--- src/rtl/alu_pkg.sv ---
// ---------------------------------------------------------------------------
// alu_pkg
// Shared definitions for the ALU execution unit:
//   - alu_op_e    : 3-bit opcode encoding presented on the op port
//   - alu_state_e : control FSM states of alu_exec_unit
//   - DATA_W_DEF / REG_ADDR_W_DEF : default operand and register-index widths
// ---------------------------------------------------------------------------
package alu_pkg;

    localparam int DATA_W_DEF     = 8;
    localparam int REG_ADDR_W_DEF = 3;

    typedef enum logic [2:0] {
        OP_ADD = 3'd0,
        OP_SUB = 3'd1,
        OP_AND = 3'd2,
        OP_OR  = 3'd3,
        OP_XOR = 3'd4,
        OP_SHL = 3'd5,
        OP_SHR = 3'd6,
        OP_MUL = 3'd7
    } alu_op_e;

    typedef enum logic [1:0] {
        IDLE    = 2'd0,
        MUL_RUN = 2'd1,
        WB      = 2'd2
    } alu_state_e;

endpackage

--- src/rtl/alu_mul_seq.sv ---
// ---------------------------------------------------------------------------
// alu_mul_seq
// Iterative unsigned shift-add multiplier, one partial product per cycle,
// DATA_W iterations after a start pulse. Only instantiated when the
// ALU_MUL_EN macro is defined.
//
// Ports:
//   clk        in   clock, rising edge
//   rst_n      in   asynchronous active-low reset (control state only)
//   i_start    in   load operands and begin; ignored while running
//   i_a, i_b   in   DATA_W unsigned operands, sampled on i_start
//   o_done     out  high during the last iteration cycle
//   o_product  out  2*DATA_W product, valid while o_done is high
// ---------------------------------------------------------------------------
module alu_mul_seq #(
    parameter int DATA_W = 8
) (
    input  logic                  clk,
    input  logic                  rst_n,
    input  logic                  i_start,
    input  logic [DATA_W-1:0]     i_a,
    input  logic [DATA_W-1:0]     i_b,
    output logic                  o_done,
    output logic [2*DATA_W-1:0]   o_product
);

    localparam int CNT_W = (DATA_W > 1) ? $clog2(DATA_W) : 1;
    localparam logic [CNT_W-1:0] LAST_ITER = CNT_W'(DATA_W - 1);

    logic                 r_busy;
    logic [CNT_W-1:0]     r_cnt;
    logic [2*DATA_W-1:0]  r_mcand;
    logic [DATA_W-1:0]    r_mplier;
    logic [2*DATA_W-1:0]  r_acc;
    logic [2*DATA_W-1:0]  w_acc_next;
    logic                 w_last;

    assign w_last     = r_busy && (r_cnt == LAST_ITER);
    assign w_acc_next = r_acc + (r_mplier[0] ? r_mcand : '0);

    // The final partial product is folded in combinationally so the owner
    // can capture the full product on the same edge that ends the run.
    assign o_done    = w_last;
    assign o_product = w_acc_next;

    always_ff @(posedge clk or negedge rst_n) begin
        if (!rst_n) begin
            r_busy <= 1'b0;
            r_cnt  <= '0;
        end else if (i_start && !r_busy) begin
            r_busy <= 1'b1;
            r_cnt  <= '0;
        end else if (r_busy) begin
            if (w_last) begin
                r_busy <= 1'b0;
                r_cnt  <= '0;
            end else begin
                r_cnt <= r_cnt + CNT_W'(1);
            end
        end
    end

    always_ff @(posedge clk) begin
        if (i_start && !r_busy) begin
            r_mcand  <= {{DATA_W{1'b0}}, i_a};
            r_mplier <= i_b;
            r_acc    <= '0;
        end else if (r_busy) begin
            r_acc    <= w_acc_next;
            r_mcand  <= r_mcand << 1;
            r_mplier <= r_mplier >> 1;
        end
    end

endmodule

--- src/rtl/alu_exec_unit.sv ---
// ---------------------------------------------------------------------------
// alu_exec_unit
// Single-issue ALU execution unit feeding a register-file write port.
// Non-MUL ops write one cycle after acceptance; MUL runs an iterative
// multiplier for DATA_W cycles when the ALU_MUL_EN macro is defined,
// otherwise MUL completes in one cycle with a zero result.
//
// Ports:
//   clk, rst_n             clock (rising edge), async active-low reset
//   in_valid / in_ready    request handshake (accept when both high)
//   op                     opcode, alu_pkg::alu_op_e encoding
//   operand_a, operand_b   DATA_W source values
//   dest_reg               REG_ADDR_W destination index
//   reg_write              one-cycle write strobe
//   write_reg, write_data  write index and value, held between writes
//   flag_z, flag_c         zero / carry-borrow of the last written result
//
// Build option: define ALU_MUL_EN to include the iterative multiplier.
// ---------------------------------------------------------------------------
module alu_exec_unit
    import alu_pkg::*;
#(
    parameter int DATA_W     = DATA_W_DEF,
    parameter int REG_ADDR_W = REG_ADDR_W_DEF
) (
    input  logic                  clk,
    input  logic                  rst_n,
    input  logic                  in_valid,
    output logic                  in_ready,
    input  logic [2:0]            op,
    input  logic [DATA_W-1:0]     operand_a,
    input  logic [DATA_W-1:0]     operand_b,
    input  logic [REG_ADDR_W-1:0] dest_reg,
    output logic                  reg_write,
    output logic [REG_ADDR_W-1:0] write_reg,
    output logic [DATA_W-1:0]     write_data,
    output logic                  flag_z,
    output logic                  flag_c
);

    alu_state_e            r_state;
    alu_state_e            w_state_next;
    alu_op_e               w_op;
    logic                  w_accept;
    logic                  w_in_ready;
    logic                  w_reg_write;
    logic                  w_mul_start;
    logic                  w_mul_done;
    logic                  w_load;
    logic [DATA_W-1:0]     w_load_data;
    logic                  w_load_c;
    logic [REG_ADDR_W-1:0] w_load_reg;

    logic [DATA_W-1:0]     w_alu_res;
    logic                  w_alu_c;
    logic [DATA_W:0]       w_wide;
    logic [2:0]            w_shamt;

    logic [REG_ADDR_W-1:0] r_write_reg;
    logic [DATA_W-1:0]     r_write_data;
    logic                  r_flag_z;
    logic                  r_flag_c;

    assign w_op     = alu_op_e'(op);
    assign w_shamt  = operand_b[2:0];
    // Decoded straight from the state register so accept does not loop
    // through the FSM output logic.
    assign w_accept = in_valid && (r_state != MUL_RUN);

    // Single-cycle ALU datapath
    always_comb begin
        w_alu_res = '0;
        w_alu_c   = 1'b0;
        w_wide    = '0;
        case (w_op)
            OP_ADD: begin
                w_wide    = {1'b0, operand_a} + {1'b0, operand_b};
                w_alu_res = w_wide[DATA_W-1:0];
                w_alu_c   = w_wide[DATA_W];
            end
            OP_SUB: begin
                w_alu_res = operand_a - operand_b;
                w_alu_c   = (operand_a < operand_b);
            end
            OP_AND: w_alu_res = operand_a & operand_b;
            OP_OR:  w_alu_res = operand_a | operand_b;
            OP_XOR: w_alu_res = operand_a ^ operand_b;
            OP_SHL: begin
                // Extra MSB catches the last bit shifted out; stays 0 for amount 0.
                w_wide    = {1'b0, operand_a} << w_shamt;
                w_alu_res = w_wide[DATA_W-1:0];
                w_alu_c   = w_wide[DATA_W];
            end
            OP_SHR: begin
                // Extra LSB catches the last bit shifted out; stays 0 for amount 0.
                w_wide    = {operand_a, 1'b0} >> w_shamt;
                w_alu_res = w_wide[DATA_W:1];
                w_alu_c   = w_wide[0];
            end
            default: begin
                // MUL: zero result here; the multiplier path supplies it when built.
                w_alu_res = '0;
                w_alu_c   = 1'b0;
            end
        endcase
    end

`ifdef ALU_MUL_EN
    logic [2*DATA_W-1:0]   w_mul_prod;
    logic [REG_ADDR_W-1:0] r_mul_dest;

    assign w_mul_start = w_accept && (w_op == OP_MUL);

    alu_mul_seq #(
        .DATA_W (DATA_W)
    ) u_mul (
        .clk       (clk),
        .rst_n     (rst_n),
        .i_start   (w_mul_start),
        .i_a       (operand_a),
        .i_b       (operand_b),
        .o_done    (w_mul_done),
        .o_product (w_mul_prod)
    );

    // Destination is captured at acceptance because dest_reg may change
    // while the multiply runs.
    always_ff @(posedge clk) begin
        if (w_mul_start) begin
            r_mul_dest <= dest_reg;
        end
    end

    assign w_load      = (w_accept && !w_mul_start) || w_mul_done;
    assign w_load_data = w_mul_done ? w_mul_prod[DATA_W-1:0] : w_alu_res;
    assign w_load_c    = w_mul_done ? (|w_mul_prod[2*DATA_W-1:DATA_W]) : w_alu_c;
    assign w_load_reg  = w_mul_done ? r_mul_dest : dest_reg;
`else
    assign w_mul_start = 1'b0;
    assign w_mul_done  = 1'b0;
    assign w_load      = w_accept;
    assign w_load_data = w_alu_res;
    assign w_load_c    = w_alu_c;
    assign w_load_reg  = dest_reg;
`endif

    // Control FSM: state register
    always_ff @(posedge clk or negedge rst_n) begin
        if (!rst_n) begin
            r_state <= IDLE;
        end else begin
            r_state <= w_state_next;
        end
    end

    // Control FSM: next state and handshake/strobe outputs
    always_comb begin
        w_state_next = r_state;
        w_in_ready   = 1'b1;
        w_reg_write  = 1'b0;
        case (r_state)
            IDLE, WB: begin
                w_reg_write = (r_state == WB);
                if (w_accept) begin
                    w_state_next = w_mul_start ? MUL_RUN : WB;
                end else begin
                    w_state_next = IDLE;
                end
            end
            MUL_RUN: begin
                w_in_ready   = 1'b0;
                w_state_next = w_mul_done ? WB : MUL_RUN;
            end
            default: begin
                w_state_next = IDLE;
            end
        endcase
    end

    // Write-port registers: updated only on the edge that enters WB
    always_ff @(posedge clk or negedge rst_n) begin
        if (!rst_n) begin
            r_write_reg  <= '0;
            r_write_data <= '0;
            r_flag_z     <= 1'b0;
            r_flag_c     <= 1'b0;
        end else if (w_load) begin
            r_write_reg  <= w_load_reg;
            r_write_data <= w_load_data;
            r_flag_z     <= (w_load_data == '0);
            r_flag_c     <= w_load_c;
        end
    end

    assign in_ready   = w_in_ready;
    assign reg_write  = w_reg_write;
    assign write_reg  = r_write_reg;
    assign write_data = r_write_data;
    assign flag_z     = r_flag_z;
    assign flag_c     = r_flag_c;

endmodule

--- config.mk ---
export PLATFORM = sky130hd
export DESIGN_NAME = alu_exec_unit
export DESIGN_NICKNAME = d
export VERILOG_FILES = /design/src/rtl/alu_pkg.sv /design/src/rtl/alu_mul_seq.sv /design/src/rtl/alu_exec_unit.sv
export SDC_FILE = /design/constraint.sdc
export NUM_CORES = 1
export LEC_CHECK = 0
export CORE_UTILIZATION = 40
export CTS_BUF_LIST = sky130_fd_sc_hd__clkbuf_8
export CTS_CLUSTER_SIZE = 25
export DETAILED_ROUTE_END_ITERATION = 6
export PLACE_DENSITY = 0.65
export SLEW_MARGIN = 20
export SYNTH_ARGS = -nofsm -noshare
export SYNTH_HDL_FRONTEND = slang
export SYNTH_SLANG_ARGS = --single-unit
export TNS_END_PERCENT = 1
--- constraint.sdc ---
create_clock -name clk -period 2 [get_ports clk]
set_clock_uncertainty 0.15 [all_clocks]
set_input_delay 0.4 -clock clk [delete_from_list [all_inputs] [get_ports clk]]
set_output_delay 0.4 -clock clk [all_outputs]
set_load 0.03 [all_outputs]
* Word-level counts from Yosys, hierarchy flattened
Index checks and enable logic that the tools add are counted.
Word-level totals: logic and storage cells 33, output and inout bits 15, input port bits 25, bits in registers 15
Operators by class: multiplexer cells 6, eq/ne operators 9, add/subtract/negate cells 2, reduce and logical (&&, ||, !) cells 5, bitwise logic cells 3, $lt $le $gt $ge 1, shift-type cells 2
Operators by type and width (count):
- $pmux W8 S7 | 1
- $add A8 B8 Y9 | 1
- $eq A3 B3 Y1 const B | 3
- $shl A8 B3 Y9 | 1
- $shr A9 B3 Y9 | 1
- $and A8 B8 Y8 | 1
- $logic_not A8 Y1 | 1
- $lt A8 B8 Y1 | 1
- $or A8 B8 Y8 | 1
- $sub A8 B8 Y8 | 1
- $xor A8 B8 Y8 | 1
- $eq A3 B2 Y1 const B | 2
- $pmux W1 S4 | 1
- $pmux W2 S2 | 1
- $eq A3 B1 Y1 const B | 1
- $logic_not A3 Y1 | 1
- $eq A2 B1 Y1 const B | 1
- $eq A2 B2 Y1 const B | 1
- $logic_not A2 Y1 | 1
- $mux W1 | 2
- $mux W2 | 1
- $ne A2 B1 Y1 const B | 1
- $reduce_or A2 Y1 | 1
- $logic_and A1 B1 Y1 | 1

* Longest topological paths before layout
word-level depth 4, depth in mapped cells 12, gate-level depth less buffers 11

* Worst setup path after synthesis
Ideal clock, no wire load.
kind input to register, start input port operand_b[2], end register r_write_data[7] (netlist: write_data[7]), stages on the path 12, path buffers 3, arrival 2833 ps, slack -1108 ps, data required time 1725 ps, cells stage by stage buf_2 > inv_1 > clkbuf_1 > ha_1 > buf_2 > and3_1 > a2111o_1 > a21o_1 > a21oi_1 > mux2i_1 > nand4_1 > mux2_2
On the way: word-level cells in the longest chain between the ends 2
RTL lines:
- start: declaration | line alu_exec_unit.sv:32 | input logic [DATA_W-1:0] operand_b,
- $sub A8 B8 Y8 (tied with other cells) | line alu_exec_unit.sv:82 | w_alu_res = operand_a - operand_b;
- $pmux W8 S7 * | line alu_exec_unit.sv:75 | case (w_op)
- end signal: assignment | line alu_exec_unit.sv:189 | r_write_data <= w_load_data;
- end: declaration | line alu_exec_unit.sv:60 | logic [DATA_W-1:0] r_write_data;
Every way passes the cells marked *; elsewhere a longest branch is shown, timed or not. A chain may end at the register's enable or synchronous reset.

* Final worst setup path
start input port operand_a[0], end register r_write_data[7] (netlist: write_data[7])
On the way: word-level cells in the longest chain between the ends 2
RTL lines:
- start: declaration | line alu_exec_unit.sv:31 | input logic [DATA_W-1:0] operand_a,
- $sub A8 B8 Y8 (tied with other cells) | line alu_exec_unit.sv:82
- $pmux W8 S7 * | line alu_exec_unit.sv:75
Marked as above.

==> summary.log <==
INFO  run_status     outcome=finished, violations left
INFO  run_status     failed_checks=negative setup slack
INFO  cells_and_area post-route-util=65.5%
INFO  worst_setup_path worst_r2r_endpoint=flag_z
INFO  cells_and_area largest_register_ffs=8
INFO  sta            finalSetupTns=-3.14ns
INFO  cells_and_area postLayoutCellArea=0.00361mm2
INFO  sta            timing.hold.ws=0.305ns
INFO  cells_and_area drive_gt1_share=39.6%
INFO  floorplanning  placeableCoreArea=0.00551mm2
INFO  pwr            power_frac_comb=59.8%
INFO  pwr            power.net_switching=583uW
INFO  pwr            power_per_cell_area=421mW/mm2
INFO  worst_setup_path cp_max_fo=3
INFO  worst_setup_path slowest_delay=0.45ns
INFO  cells_and_area n_fill_cell=466
INFO  route          drt_pre_antenna_iters=5
INFO  yosys          postSynth.topFlopCell=dfrtp_1
INFO  yosys          synth_edf_count=0
INFO  cells_and_area area_delta_synth_final=57.5%
INFO  clock_network  clock-root-buffer=clkbuf_8
INFO  sta            slew-limit-headroom=70.5%
INFO  worst_setup_path worst_r2r_path_depth=8
INFO  pwr            internal_power=937uW
INFO  flow_run       drv_cap=0
INFO  worst_setup_path type_of_the_worst_setup_path=in2reg
INFO  floorplanning  start_util=41.6%
INFO  cells_and_area count_of_non_filler_cells_in_the_finished_layout=471
INFO  clock_network  cts_sinks=15
INFO  clock_network  ctsHtreeMaxLevel=1
INFO  route          dr.first_iter.drc_count=211
INFO  clock_network  cts-buffers-inserted=3
INFO  placed_design  place_inst=461
INFO  sta            finalHoldViolCount=0
INFO  floorplanning  die_h=77.7um
INFO  yosys          synth-seq-area-share=16.4%
INFO  pwr            irDropWorstVdd=0.349mV
INFO  yosys          netlist_area=0.00229mm2
INFO  yosys          synth.ff_latch_count=15
INFO  yosys          synth_cell_types=57
INFO  cells_and_area num_antenna_cells=0
INFO  route          post_drt_via_cell_ratio=5.54
INFO  worst_setup_path timing.critical_path.arrival=2.52ns
INFO  grt            grt_start_max_net_pins=23
INFO  grt            first_global_vias=2579
INFO  pwr            power.total=1.52mW
INFO  yosys          mappedNetlistNets=332
INFO  sta            period_share=126%
INFO  floorplanning  top_level_ports=40
INFO  pwr            clockPowerShare=16.5%
INFO  worst_setup_path critical_path.slowest_cell=a2111o_1
INFO  sta            rsz0062_at_grt=yes
INFO  placed_design  globalplace.congestion=0.983
INFO  clock_network  cts.reportedPaths.clkPinSlew=0.06ns
INFO  clock_network  tritoncts=built
INFO  cells_and_area most-common-layout-cells=buf_4, clkdlybuf4s50_1, nor2_1, ha_1
INFO  clock_network  hold_buffers=0
INFO  worst_setup_path setup.worst_path.end_class=register
INFO  yosys          synth.yosys.warnings=0
INFO  floorplanning  fp.dieArea=0.00603mm2
INFO  pwr            total_leakage_power=1.69nW
INFO  sta            highest_clock_rate=0.395GHz
INFO  floorplanning  floorplan.die.width=77.7um
INFO  floorplanning  num_rows=27
INFO  sta            final.min_clock_period=2.53ns
INFO  grt            first_pass_grt_wire_length=12800um
INFO  yosys          post_synth.cell_area_avg=8.21um2
INFO  yosys          synthCells=279
INFO  grt            global_route.overflow_total=0
INFO  route          finalWirelength=7820um
INFO  yosys          postSynth.asyncResetShare=100%
INFO  sta            final_max_slew_viol_count=0
INFO  placed_design  placement.setup.worst_slack=-1.29ns
INFO  placed_design  post-dp-hpwl=6090um
INFO  worst_setup_path setup.worst_path.start_class=input pin
INFO  grt            antenna_found_initial=0
INFO  worst_setup_path worstPathCellList=buf_6 -> buf_4 -> ha_4 -> buf_6 -> a21o_1 -> a2111o_1 -> a21o_1 -> a21oi_2 -> mux2i_1 -> nand4_1 -> mux2_4
INFO  clock_network  cts.path.max_buffers=2
INFO  sta            slew_of_the_pin_with_the_lowest_slew_margin=0.442ns
INFO  worst_setup_path crit_required=1.99ns
INFO  placed_design  place_area=0.00338mm2
INFO  pwr            p_seq_share=23.7%
INFO  sta            final_critical_path_setup_slack=-0.529ns
INFO  grt            grt_util_all_layers=27.2%
INFO  route          dr_total_vias=2609
INFO  route          ant_nets=0
INFO  placed_design  io_buffer_count=39
INFO  cells_and_area layout_commonest_cell=buf_4
INFO  pwr            power.share.switching=38.4%
INFO  worst_hold_path worstHoldPathType=in2async
INFO  worst_setup_path regToRegStartpoint=r_state[0]
INFO  route          drc=0
INFO  route          post_drt_wl_per_cell=16.6um
INFO  sta            finalSetupViolCount=10
INFO  worst_setup_path worst-r2r-setup-slack=-0.04ns
INFO  cells_and_area fin_nets=453
INFO  clock_network  insertion_delay=0.25ns
## what timing repair did
| item | in CTS | in global routing |
|---|---|---|
| setup buffers | 4 | 2 |
| pin swaps | 20 | 5 |
| gates resized for setup | 83 | 5 |
| setup endpoints to repair | 12 | 10 |
## how the worst max path moves through the flow
| stage | depth (start not counted) | to | from |
|---|---|---|---|
| after floorplan | 12 | write_data[7] | operand_b[2] |
| after global placement | 10 | write_data[7] | operand_b[1] |
| after detailed placement | 10 | flag_z | operand_b[1] |
| after CTS | 10 | write_data[7] | operand_b[1] |
| after global routing | 14 | flag_z | operand_b[1] |
| final | 11 | write_data[7] | operand_a[0] |
## metal layers
metal / part of all wire [%] / GRT usage, % / wire [um]
met3: 5.7 / 3.88 / 446
met1: 46 / 37.3 / 3590
met4: 2.8 / 7.17 / 222
met5: 0 / 0 / 0
met2: 46 / 44.2 / 3560
## cell families (layout without fill, tap and decap cells)
group | Yosys count | count (layout) | synth area share [%]
AOI/OAI and AO/OA | 80 | 80 | 24.3
and+or+nand+nor | 78 | 78 | 17.6
buffers and inverters | 46 | 166 | 9.01
adders and majority gates | 28 | 28 | 15.9
muxes | 28 | 28 | 15.2
DFF | 15 | 15 | 16.4
xor gates and xnor gates | 4 | 4 | 1.53
## cell type report
class	instances	area (um2)	share of cell area, %
Clock buffer	3	41.3	1.14
Inverter	26	106	2.95
Tap cell	72	90.1	2.50
Clock inverter	1	5.00	0.139
Sequential cell	15	375	10.4
Timing Repair Buffer	136	1130	31.2
Multi-Input combinational cell	218	1860	51.7
## critical path, delay by kind of cell
family          cells  cell delay [ns]
compound gates      4             0.94
mux                 2             0.49
fa+ha+maj           1             0.16
simple gates        1             0.15
buf+inv             3             0.36
## cell usage after synthesis (4+ instances only)
| cell | count | share of area (%) |
|---|---|---|
| or3_1 | 5 | 1.4 |
| nand2_1 | 15 | 2.5 |
| o221ai_1 | 4 | 1.5 |
| mux2i_1 | 15 | 6.6 |
| buf_2 | 6 | 1.3 |
| nor3_1 | 4 | 0.87 |
| ha_1 | 26 | 14 |
| clkbuf_1 | 9 | 1.5 |
| dfrtp_1 | 15 | 16 |
| a21o_1 | 5 | 1.6 |
| mux2_2 | 9 | 4.4 |
| inv_1 | 26 | 4.3 |
| nand3_1 | 6 | 1.3 |
| o21ai_0 | 9 | 2.0 |
| a21oi_1 | 20 | 4.4 |
| nor2_1 | 21 | 3.4 |
| a22oi_1 | 4 | 1.3 |
| o211ai_1 | 5 | 1.6 |
| nor2b_1 | 7 | 1.9 |
## power groups by stage
stage	clock network (mW)	logic, mW	registers, mW
4_1_cts	0.255	0.888	0.359
3_3_place_gp	0	0.831	0.364
5_1_grt	0.271	0.973	0.364
3_5_place_dp	0	0.838	0.365
6_report	0.251	0.909	0.359
2_1_floorplan	0	0.371	0.437
No activity file was read; power rests on OpenSTA's default activity.
